File: config.mk
export PLATFORM = sky130hd
export DESIGN_NAME = sram_responder_flat
export DESIGN_NICKNAME = d
export VERILOG_FILES = /design/src/rtl/sram_responder_if.sv /design/src/rtl/sram_responder.sv /design/src/flat_wrapper.sv
export SDC_FILE = /design/constraint.sdc
export NUM_CORES = 1
export LEC_CHECK = 0
export CAP_MARGIN = 15
export CORE_MARGIN = 8
export CORE_UTILIZATION = 41
export CTS_BUF_LIST = sky130_fd_sc_hd__clkbuf_4 sky130_fd_sc_hd__clkbuf_8
export DETAILED_ROUTE_END_ITERATION = 6
export GPL_TIMING_DRIVEN = 0
export PLACE_DENSITY = 0.84
export SLEW_MARGIN = 20
export SYNTH_ARGS = -nofsm -noshare
export SYNTH_HDL_FRONTEND = slang
export SYNTH_SLANG_ARGS = --single-unit
File: constraint.sdc
create_clock -name clk -period 4.2 [get_ports clk]
set_input_delay 0.84 -clock clk [delete_from_list [all_inputs] [get_ports clk]]
set_output_delay 0.84 -clock clk [all_outputs]
set_load 0.01 [all_outputs]
File: src/rtl/sram_responder_if.sv
// Request/response bus between the MEM stage and sram_responder, plus the
// per-chip asynchronous SRAM pin bundle (tri-state buffers live at top level).
interface sram_req_if;
  logic        req_read;
  logic        req_write;
  logic        req_ext;
  logic [19:0] req_adr;
  logic [3:0]  req_be_n;
  logic [31:0] req_wdata;
  logic        req_signed;
  logic        busy;
  logic        done;
  logic [31:0] rdata;

  modport master (output req_read, req_write, req_ext, req_adr, req_be_n, req_wdata, req_signed,
                  input  busy, done, rdata);
  modport slave  (input  req_read, req_write, req_ext, req_adr, req_be_n, req_wdata, req_signed,
                  output busy, done, rdata);
endinterface

interface sram_pin_if;
  logic [19:0] addr;
  logic [3:0]  be_n;
  logic        ce_n;
  logic        oe_n;
  logic        we_n;
  logic [31:0] data_o;
  logic        data_oe;
  logic [31:0] data_i;

  modport master (output addr, be_n, ce_n, oe_n, we_n, data_o, data_oe, input data_i);
  modport slave  (input  addr, be_n, ce_n, oe_n, we_n, data_o, data_oe, output data_i);
endinterface

File: src/rtl/sram_responder.sv
// Timed read/write cycle engine for the base/ext 1M x 32 asynchronous SRAMs.
// Optional macro SRAM_LOAD_ALIGN_EN: align/sign-extend loaded bytes/halves from the latched be_n.
module sram_responder #(
  parameter int READ_WAIT = 2,
  parameter int WE_PULSE  = 2
) (
  input  logic        clk,
  input  logic        rst,
  sram_req_if.slave   req,
  sram_pin_if.master  base_ram,
  sram_pin_if.master  ext_ram
);
  typedef enum logic [2:0] {IDLE, RD, WR_SETUP, WR_PULSE, WR_HOLD, DONE} state_t;

  localparam logic [2:0] RW_LAST = 3'(READ_WAIT);
  localparam logic [2:0] WP_LAST = 3'(WE_PULSE);

  state_t      state;
  logic [2:0]  cnt;
  logic        ext_q;
  logic [19:0] addr_q;
  logic [3:0]  be_q;
  logic [31:0] wdata_q;
  logic        ce_n_q, oe_n_q, we_n_q, doe_q;
  logic        busy_q, done_q;
  logic [31:0] rdata_q;
  logic [31:0] raw_in;
  logic [31:0] load_data;

  assign raw_in = ext_q ? ext_ram.data_i : base_ram.data_i;

`ifdef SRAM_LOAD_ALIGN_EN
  logic sign_q;

  function automatic logic [31:0] load_align(input logic [31:0] raw, input logic [3:0] be_n,
                                             input logic sgn);
    logic [31:0] v;
    v = raw;
    case (be_n)
      4'b1110: v = {{24{sgn & raw[7]}},  raw[7:0]};
      4'b1101: v = {{24{sgn & raw[15]}}, raw[15:8]};
      4'b1011: v = {{24{sgn & raw[23]}}, raw[23:16]};
      4'b0111: v = {{24{sgn & raw[31]}}, raw[31:24]};
      4'b1100: v = {{16{sgn & raw[15]}}, raw[15:0]};
      4'b0011: v = {{16{sgn & raw[31]}}, raw[31:16]};
      default: v = raw;
    endcase
    return v;
  endfunction

  assign load_data = load_align(raw_in, be_q, sign_q);
`else
  assign load_data = raw_in;
`endif

  always_ff @(posedge clk or posedge rst) begin
    if (rst) begin
      state   <= IDLE;
      cnt     <= 3'd0;
      ext_q   <= 1'b0;
      addr_q  <= '0;
      be_q    <= 4'hF;
      wdata_q <= '0;
      ce_n_q  <= 1'b1;
      oe_n_q  <= 1'b1;
      we_n_q  <= 1'b1;
      doe_q   <= 1'b0;
      busy_q  <= 1'b0;
      done_q  <= 1'b0;
      rdata_q <= '0;
`ifdef SRAM_LOAD_ALIGN_EN
      sign_q  <= 1'b0;
`endif
    end else begin
      case (state)
        IDLE: begin
          if (req.req_read | req.req_write) begin
            ext_q   <= req.req_ext;
            addr_q  <= req.req_adr;
            be_q    <= req.req_be_n;
            wdata_q <= req.req_wdata;
`ifdef SRAM_LOAD_ALIGN_EN
            sign_q  <= req.req_signed;
`endif
            busy_q  <= 1'b1;
            cnt     <= 3'd1;
            ce_n_q  <= 1'b0;
            // Write wins when both are raised.
            if (req.req_write) begin
              state <= WR_SETUP;
              doe_q <= 1'b1;
            end else begin
              state  <= RD;
              oe_n_q <= 1'b0;
            end
          end
        end
        RD: begin
          if (cnt >= RW_LAST) begin
            rdata_q <= load_data;
            ce_n_q  <= 1'b1;
            oe_n_q  <= 1'b1;
            busy_q  <= 1'b0;
            done_q  <= 1'b1;
            state   <= DONE;
          end else begin
            cnt <= cnt + 3'd1;
          end
        end
        WR_SETUP: begin
          we_n_q <= 1'b0;
          cnt    <= 3'd1;
          state  <= WR_PULSE;
        end
        WR_PULSE: begin
          if (cnt >= WP_LAST) begin
            we_n_q <= 1'b1;
            state  <= WR_HOLD;
          end else begin
            cnt <= cnt + 3'd1;
          end
        end
        WR_HOLD: begin
          ce_n_q <= 1'b1;
          doe_q  <= 1'b0;
          busy_q <= 1'b0;
          done_q <= 1'b1;
          state  <= DONE;
        end
        DONE: begin
          done_q <= 1'b0;
          state  <= IDLE;
        end
        default: state <= IDLE;
      endcase
    end
  end

  assign req.busy  = busy_q;
  assign req.done  = done_q;
  assign req.rdata = rdata_q;

  // Unselected chip sees constant idle values.
  assign base_ram.addr    = ext_q ? 20'd0  : addr_q;
  assign base_ram.be_n    = ext_q ? 4'hF   : be_q;
  assign base_ram.ce_n    = ext_q ? 1'b1   : ce_n_q;
  assign base_ram.oe_n    = ext_q ? 1'b1   : oe_n_q;
  assign base_ram.we_n    = ext_q ? 1'b1   : we_n_q;
  assign base_ram.data_o  = ext_q ? 32'd0  : wdata_q;
  assign base_ram.data_oe = ext_q ? 1'b0   : doe_q;

  assign ext_ram.addr     = ext_q ? addr_q  : 20'd0;
  assign ext_ram.be_n     = ext_q ? be_q    : 4'hF;
  assign ext_ram.ce_n     = ext_q ? ce_n_q  : 1'b1;
  assign ext_ram.oe_n     = ext_q ? oe_n_q  : 1'b1;
  assign ext_ram.we_n     = ext_q ? we_n_q  : 1'b1;
  assign ext_ram.data_o   = ext_q ? wdata_q : 32'd0;
  assign ext_ram.data_oe  = ext_q ? doe_q   : 1'b0;
endmodule

File: src/flat_wrapper.sv
// flat-port wrapper written by rule: the top's interface ports become plain ports
module sram_responder_flat 
#(
  parameter int READ_WAIT = 2,
  parameter int WE_PULSE  = 2
)
  (clk, rst, req_req_read, req_req_write, req_req_ext, req_req_adr, req_req_be_n, req_req_wdata, req_req_signed, req_busy, req_done, req_rdata, base_ram_addr, base_ram_be_n, base_ram_ce_n, base_ram_oe_n, base_ram_we_n, base_ram_data_o, base_ram_data_oe, base_ram_data_i, ext_ram_addr, ext_ram_be_n, ext_ram_ce_n, ext_ram_oe_n, ext_ram_we_n, ext_ram_data_o, ext_ram_data_oe, ext_ram_data_i);
  sram_req_if req_i ();
  sram_pin_if base_ram_i ();
  sram_pin_if ext_ram_i ();
  input  logic clk;
  input  logic rst;
  input wire logic [$bits(req_i.req_read)-1:0] req_req_read;
  input wire logic [$bits(req_i.req_write)-1:0] req_req_write;
  input wire logic [$bits(req_i.req_ext)-1:0] req_req_ext;
  input wire logic [$bits(req_i.req_adr)-1:0] req_req_adr;
  input wire logic [$bits(req_i.req_be_n)-1:0] req_req_be_n;
  input wire logic [$bits(req_i.req_wdata)-1:0] req_req_wdata;
  input wire logic [$bits(req_i.req_signed)-1:0] req_req_signed;
  output wire logic [$bits(req_i.busy)-1:0] req_busy;
  output wire logic [$bits(req_i.done)-1:0] req_done;
  output wire logic [$bits(req_i.rdata)-1:0] req_rdata;
  output wire logic [$bits(base_ram_i.addr)-1:0] base_ram_addr;
  output wire logic [$bits(base_ram_i.be_n)-1:0] base_ram_be_n;
  output wire logic [$bits(base_ram_i.ce_n)-1:0] base_ram_ce_n;
  output wire logic [$bits(base_ram_i.oe_n)-1:0] base_ram_oe_n;
  output wire logic [$bits(base_ram_i.we_n)-1:0] base_ram_we_n;
  output wire logic [$bits(base_ram_i.data_o)-1:0] base_ram_data_o;
  output wire logic [$bits(base_ram_i.data_oe)-1:0] base_ram_data_oe;
  input wire logic [$bits(base_ram_i.data_i)-1:0] base_ram_data_i;
  output wire logic [$bits(ext_ram_i.addr)-1:0] ext_ram_addr;
  output wire logic [$bits(ext_ram_i.be_n)-1:0] ext_ram_be_n;
  output wire logic [$bits(ext_ram_i.ce_n)-1:0] ext_ram_ce_n;
  output wire logic [$bits(ext_ram_i.oe_n)-1:0] ext_ram_oe_n;
  output wire logic [$bits(ext_ram_i.we_n)-1:0] ext_ram_we_n;
  output wire logic [$bits(ext_ram_i.data_o)-1:0] ext_ram_data_o;
  output wire logic [$bits(ext_ram_i.data_oe)-1:0] ext_ram_data_oe;
  input wire logic [$bits(ext_ram_i.data_i)-1:0] ext_ram_data_i;
  assign req_i.req_read = req_req_read;
  assign req_i.req_write = req_req_write;
  assign req_i.req_ext = req_req_ext;
  assign req_i.req_adr = req_req_adr;
  assign req_i.req_be_n = req_req_be_n;
  assign req_i.req_wdata = req_req_wdata;
  assign req_i.req_signed = req_req_signed;
  assign req_busy = req_i.busy;
  assign req_done = req_i.done;
  assign req_rdata = req_i.rdata;
  assign base_ram_addr = base_ram_i.addr;
  assign base_ram_be_n = base_ram_i.be_n;
  assign base_ram_ce_n = base_ram_i.ce_n;
  assign base_ram_oe_n = base_ram_i.oe_n;
  assign base_ram_we_n = base_ram_i.we_n;
  assign base_ram_data_o = base_ram_i.data_o;
  assign base_ram_data_oe = base_ram_i.data_oe;
  assign base_ram_i.data_i = base_ram_data_i;
  assign ext_ram_addr = ext_ram_i.addr;
  assign ext_ram_be_n = ext_ram_i.be_n;
  assign ext_ram_ce_n = ext_ram_i.ce_n;
  assign ext_ram_oe_n = ext_ram_i.oe_n;
  assign ext_ram_we_n = ext_ram_i.we_n;
  assign ext_ram_data_o = ext_ram_i.data_o;
  assign ext_ram_data_oe = ext_ram_i.data_oe;
  assign ext_ram_i.data_i = ext_ram_data_i;
  sram_responder #(.READ_WAIT(READ_WAIT), .WE_PULSE(WE_PULSE)) u_core (.clk(clk), .rst(rst), .req(req_i), .base_ram(base_ram_i), .ext_ram(ext_ram_i));
endmodule
==> results.md, run 1 <==
- Worst reg2reg startpoint: u_core.cnt[1]
- Crit path kind: flip-flop to output port
- Critical Path End Type: output port
- Root buffer cell: clkbuf_8
- Combinational power share: 62.8%
- XOR/XNOR Fraction of Synth Area: 0%
- Inserted Diodes: 0
- Worst setup SP type: flip-flop
- Port buffer count: 278
- Post-synth EDFFs: 0
- Status: finished clean
- Post-synth cell types: 35
- Synth area leaders: dfrtp_1 (45%), mux2_2 (20%), mux2_4 (7.8%)
- Predominant post-synthesis flop cell: dfrtp_1
- R2R setup slack: 2190 ps
- Fin. Hold Viols: 0
- Syn. warnings: 0
- CTS clock-pin slew for the worst setup and hold paths: 100 ps
- H-tree levels: 3
- Adder-Cell Fraction of Synth Area: 0.480%
- Clock buffer depth: 2
- Clk pwr share: between 10% and 20%
- Fmax: 0.285 GHz
- Pins Over Slew Limit: 0
- Post-synth top area share: 45.1%
- Layout fillers: 1,040
- Total CTS buffers: 9
- Switching part of the total power: 35.1%
- NumNets Final: 837
- Initial core utilization: 41.6%
- Largest family of logic cells by synthesized area: multiplexers
- Setup Fix Bufs, Post-CTS: 0
- Total track usage: 20.8%
- Die width: 129 µm
- Register area share after synthesis: 48.7%
- Drt initial violations: around 140
- Vias: 4,280
- Initial antenna violation count: 0
- Via density: 4.83
- Slew Limit Headroom: 55.1%
- Post-Syn Area: between 5000 and 6000 µm²
- Final setup fails: 0
- Crit. Startpoint: u_core.ext_q
- Internal power: about 4400 µW
- Commonest non-fill, non-tap cell in the layout: clkdlybuf4s50_1
- DR DRC count: 0
- Final HPWL from detailed placement: around 14 mm
- Ports: 280
- Pwr dens: 804 nW/µm²
- Placer Congestion: 0.866
- Post-route ant nets: 0
- Commonest cells after routing, fill and taps aside: clkdlybuf4s50_1 (278), mux2_2 (94), dfrtp_1 (94)
- Share of post-route cells with drive strength above 1: 23.2%
- Net Sw Power: 2390 µW
- DRT Pass-1 Iters: 4
- Syn Nets: 547
- Cts hold-fix bufs: 0
- Max-cap violations: 0
- # rows: 41
- Clock latency on the worst-skew pair: 370 ps
- Area grow syn2layout: 62.5%
- Min Tclk post-route: 3510 ps
- Synth Area in Compound Gates: 2.45%
- Largest net degree at the start of global routing: 55
- Hold_ws: 500 ps
- Synth Instances: 419
- Wire per inst: between 15 and 20 µm
- RSZ-0062 raised after global routing: no
- Worst Min Path Start: u_core.req.done
- Clock sinks: 101
- Leakage Power: 0.00346 µW
- Number of global-route vias before repair: 4,721
- Post-synth ARST share: 100%
- Critical path arrival: 2670 ps
- Area leader, netlist: dfrtp_1
- Die height: 129 µm
- Post-layout util: 67.7%
- CP max FO: 10
- Sequential Power Share: 27.0%
- Synth Register Bits: 101
- VDD IR max: 0.391 mV
- Final period util: 83.5%
- Avg Synthesized Cell Area: roughly 12 µm²
- Worst endpoint required time: approximately 3400 ps
- Core Area: 12,500 µm²
- Detailed Route WL: about 17 mm
- TritonCTS clock tree: yes
- Simple-Gate Fraction of Synth Area: between 15 and 20%
- Worst Tran Pin Value: ~670 ps
- Grt ovf: 0
- Hold crit path type: flip-flop to flip-flop
- Worst clock skew: 10.7 ps
- DIE AREA: 16,600 µm²
- First-pass GRT wire length: between 20 and 30 mm
- Post-cts sizing count: 0
- Post-synthesis mux area share: 28.1%
-- registers in the layout, indices dropped and copies added (netlist names), 3 cells and up --
name	count
u_core.addr_q	20
u_core.be_q	4
u_core.cnt	3
u_core.req.rdata	32
u_core.state	3
u_core.wdata_q	32
-- synth_stat cells (all sizes together), types with 2 or more instances --
library cell    n
or3             2
nor2            7
nor3            2
and2           53
mux2          121
o32a            2
dfrtp          94
clkbuf         18
or2             7
a21oi           3
nand2           4
nand2b          9
nor2b          54
o21ai           5
inv             5
o22a            2
ha              2
dfstp           7
buf            12
-- routing by layer --
metal / GRT usage [%] / vias to the layer above / wire [µm]
li1: - / 1994 / -
met2: 38.8 / 177 / 9350
met5: 0 / - / 0
met3: 6.33 / 24 / 1430
met4: 7.19 / 0 / 299
met1: 21.5 / 2085 / 6240
-- layout make-up --
| type | instances | area [µm²] | share of cell area (%) |
|---|---|---|---|
| buffer | 30 | 169 | 1.99 |
| clock buffer | 11 | 145 | 1.71 |
| clock inverter | 5 | 83.8 | 0.990 |
| inverter | 5 | 23.8 | 0.281 |
| multi-input combinational | 283 | 2490 | 29.4 |
| sequential | 101 | 2540 | 29.9 |
| tap | 172 | 215 | 2.54 |
| timing repair buffer | 279 | 2810 | 33.2 |
-- critical path, cell delays in order, from the launching register on --
cell             delay, ps
dfrtp_1                330
buf_2                  230
buf_1                  480
clkbuf_1               560
nor2b_1                170
clkdlybuf4s50_1        520
-- worst paths after layout --
check	endpoint	cells past startpoint
worst max-delay path	base_ram_addr[15]	5
worst min-delay path	u_core.req.done	1
worst max register to register	u_core.req.rdata[9]	6
worst min register to register	u_core.req.done	1
max in group asynchronous	u_core.addr_q[4]	3
min in group asynchronous	u_core.req.rdata[29]	2
-- cells by family (layout without fill, tap and decap cells) --
| family | Yosys count | after routing |
|---|---|---|
| adders and majority gates | 2 | 2 |
| DFF | 101 | 101 |
| and+or+nand+nor | 142 | 142 |
| buffers and inverters | 35 | 330 |
| muxes | 121 | 121 |
| AOI/OAI and AO/OA | 18 | 18 |
-- power by group through the flow --
stage / sequential (µW) / clock (µW) / combinational (µW)
final: 1840 / 699 / 4270
after global routing: 1910 / 760 / 4570
after CTS: 1840 / 718 / 4340
after detailed placement: 1850 / 0 / 4330
after global placement: 1810 / 0 / 4210
after floorplan: 1820 / 0 / 2190
-- through the flow --
step / cell area, µm² / setup TNS (ps) / total power (µW) / instances / setup WS (ps)
2_1_floorplan: 5210 / 0 / 4000 / 419 / 724
5_1_grt: 8470 / 0 / 7230 / 886 / 491
3_3_place_gp: 8210 / -73160 / 6030 / 869 / -785
6_report: 8470 / 0 / 6810 / 886 / 692
3_5_place_dp: 8240 / 0 / 6170 / 870 / 1010
4_1_cts: 8470 / 0 / 6900 / 886 / 594
No activity file was read; power rests on OpenSTA's default activity.
==> run 2, diff against run 1 <==
CORE_UTILIZATION = 37   (was 41)
PLACE_DENSITY = 0.8   (was 0.84)
clock period = 3.2 ns   (was 4.2 ns; I/O delays follow)
==> results.md, run 2 (same netlist as run 1, synthesis figures left out) <==
- Status: finished clean (unchanged)
- Clock latency on the worst-skew pair: 370 ps (about the same)
- TritonCTS clock tree: yes (unchanged)
- Drt initial violations: 116 (was 141)
- Slew Limit Headroom: 58.5% (was 55.1%)
- Net Sw Power: 3090 µW (was 2390 µW)
- Internal power: 5830 µW (was 4420 µW)
- Switching part of the total power: 34.6% (was 35.1%)
- CP max FO: 10 (unchanged)
- Critical Path Most Common Cell: buf_2
- Combinational power share: 62.9% (was 62.8%)
- Slowest CP cell: clkdlybuf4s50_1 (was clkbuf_1)
- Post-Place Cells: 880 (was 870)
- Fin. Hold Viols: 0 (unchanged)
- Pins Over Slew Limit: 0 (unchanged)
- Die height: 135 µm (was 129 µm)
- Die width: 135 µm (was 129 µm)
- Vias: 4,254 (was 4,280)
- Crit path kind: flip-flop to output port (unchanged)
- Initial core utilization: 37.7% (was 41.6%)
- Hold crit path type: flip-flop to flip-flop (unchanged)
- Detailed Route WL: 16.9 mm (was 17.3 mm)
- Finished Cell Area: 8520 µm² (was 8470 µm²)
- Cts hold-fix bufs: 0 (unchanged)
- Ports: 280 (unchanged)
- Commonest non-fill, non-tap cell in the layout: clkdlybuf4s50_1 (unchanged)
- Clk pwr share: 10.3% (about the same)
- H-tree levels: 3 (unchanged)
- Min Tclk post-route: 3010 ps
- First-pass GRT wire length: 25.9 mm (was 26.6 mm)
- Max-cap violations: 0 (unchanged)
- Critical Path End Type: output port (unchanged)
- Worst clock skew: 11.5 ps (was 10.7 ps)
- Leakage Power: 0.00351 µW (was 0.00346 µW)
- Sequential Power Share: 26.8% (was 27.0%)
- Post-route ant nets: 0 (unchanged)
- Total track usage: 18.4% (was 20.8%)
- NumNets Final: 839 (was 837)
- DRT Pass-1 Iters: 4 (unchanged)
- Final period util: 94.2%
- Worst reg2reg startpoint: u_core.state[2] (was u_core.cnt[1])
- Final cell count without fillers: 896 (was 886)
- Final setup fails: 0 (unchanged)
- Inserted Diodes: 0 (unchanged)
- Via density: 4.75 (was 4.83)
- Worst slack at placement: 146 ps (was 1010 ps)
- Clock buffer depth: 2 (unchanged)
- Largest net degree at the start of global routing: 35 (was 55)
- Placer Congestion: 0.836 (was 0.866)
- DR DRC count: 0 (unchanged)
- Worst setup SP type: flip-flop (unchanged)
- Commonest cells after routing, fill and taps aside: clkdlybuf4s50_1 (278), mux2_2 (94), dfrtp_1 (94) (unchanged)
- Wire per inst: 18.9 µm (was 19.5 µm)
- Clock sinks: 101 (unchanged)
- VDD IR max: 0.477 mV (was 0.391 mV)
- Number of global-route vias before repair: 4,591 (was 4,721)
- Crit-path leading delay family: buffers and inverters (unchanged)
- Share of post-route cells with drive strength above 1: 24.4% (was 23.2%)
- # rows: 43 (was 41)
- Post-DP Area: 8280 µm² (was 8240 µm²)
- Crit. Startpoint: u_core.ext_q (unchanged)
- Setup Fix Bufs, Post-CTS: 0 (unchanged)
- Setup TNS: 0 ps (unchanged)
- Critical path buffers and inverters: 4 (unchanged)
- Setup ws final: 186 ps (was 692 ps)
- Total CTS buffers: 9 (unchanged)
- Port buffer count: 278 (unchanged)
- Root buffer cell: clkbuf_8 (unchanged)
- CTS clock-pin slew for the worst setup and hold paths: 100 ps (about the same)
- Worst endpoint required time: 2560 ps (was 3360 ps)
- Worst Tran Pin Value: 616 ps (was 667 ps)
- Initial antenna violation count: 0 (unchanged)
- RSZ-0062 raised after global routing: no (unchanged)
- Worst Min Path Start: u_core.req.rdata[28] (was u_core.req.done)
- CP Cell Sequence: buf_2 -> buf_2 -> clkbuf_1 -> nor2b_1 -> clkdlybuf4s50_1 (was buf_2 -> buf_1 -> clkbuf_1 -> nor2b_1 -> clkdlybuf4s50_1)
- Critical path arrival: 2370 ps (was 2670 ps)
- Fmax: 0.332 GHz
- Final HPWL from detailed placement: 13.9 mm (about the same)
- DIE AREA: 18,100 µm² (was 16,600 µm²)
- Crit-path max cell delay: 510 ps (was 560 ps)
- Core Area: 13,800 µm² (was 12,500 µm²)
- Area grow syn2layout: 63.5% (was 62.5%)
- Grt ovf: 0 (unchanged)
- Pwr dens: 1050 nW/µm² (was 804 nW/µm²)
## run 2: cell types whose count changed in the layout (fill, tap and decap cells not counted), sizes merged
cell      before  now
buf           13   15
clkinvlp       2    1
clkinv         1    2
clkbuf        29   30
inv            5    4
## run 2: final timing paths
check                                       end  slack (ps)  depth (start not counted)
max reg2reg                   u_core.wdata_q[4]        1170                          5
min in group asynchronous   u_core.req.rdata[8]         580                          2
min                        u_core.req.rdata[28]         510                          1
max                           base_ram_addr[17]         190                          5
min reg2reg                u_core.req.rdata[28]         510                          1
max in group asynchronous        u_core.be_q[0]        1850                          4
## run 2: repair_timing
| item | in CTS | in global routing |
|---|---|---|
| hold endpoints to repair | 0 | 0 |
| resized for setup | 3 | 8 |
| setup endpoints to repair | 89 | 13 |
## run 2: layout make-up
cell class / instances / area [µm²]
fillers: 1076 / 5310
repair buffers: 281 / 2840
flip-flops and latches: 101 / 2540
multi-input cells: 283 / 2490
well taps: 180 / 225
plain buffers: 30 / 178
clock buffers: 12 / 159
clock inverters: 4 / 70.1
inverters: 5 / 22.5
## run 2: power by group through the flow
stage / sequential, µW / clock (µW) / combinational [µW]
floorplan: 2390 / 0 / 2870
global placement: 2360 / 0 / 5560
detailed placement: 2410 / 0 / 5680
CTS: 2390 / 953 / 5700
global route: 2480 / 1000 / 5980
finish: 2390 / 918 / 5610
## run 2: stage by stage
step	total power, µW	hold slack (ps)	util (%)
after floorplan	5260	460	-
after global placement	7920	485	59.5
after detailed placement	8090	485	59.9
after CTS	9040	513	61.6
after global routing	9460	522	61.6
final	8920	510	61.6
## run 2: layer usage
layer	track usage, %	wire, µm	vias up
li1	-	-	1991
met1	19.7	6370	2067
met2	32.8	8760	170
met3	5.65	1380	26
met4	7.55	424	0
met5	0	0	-
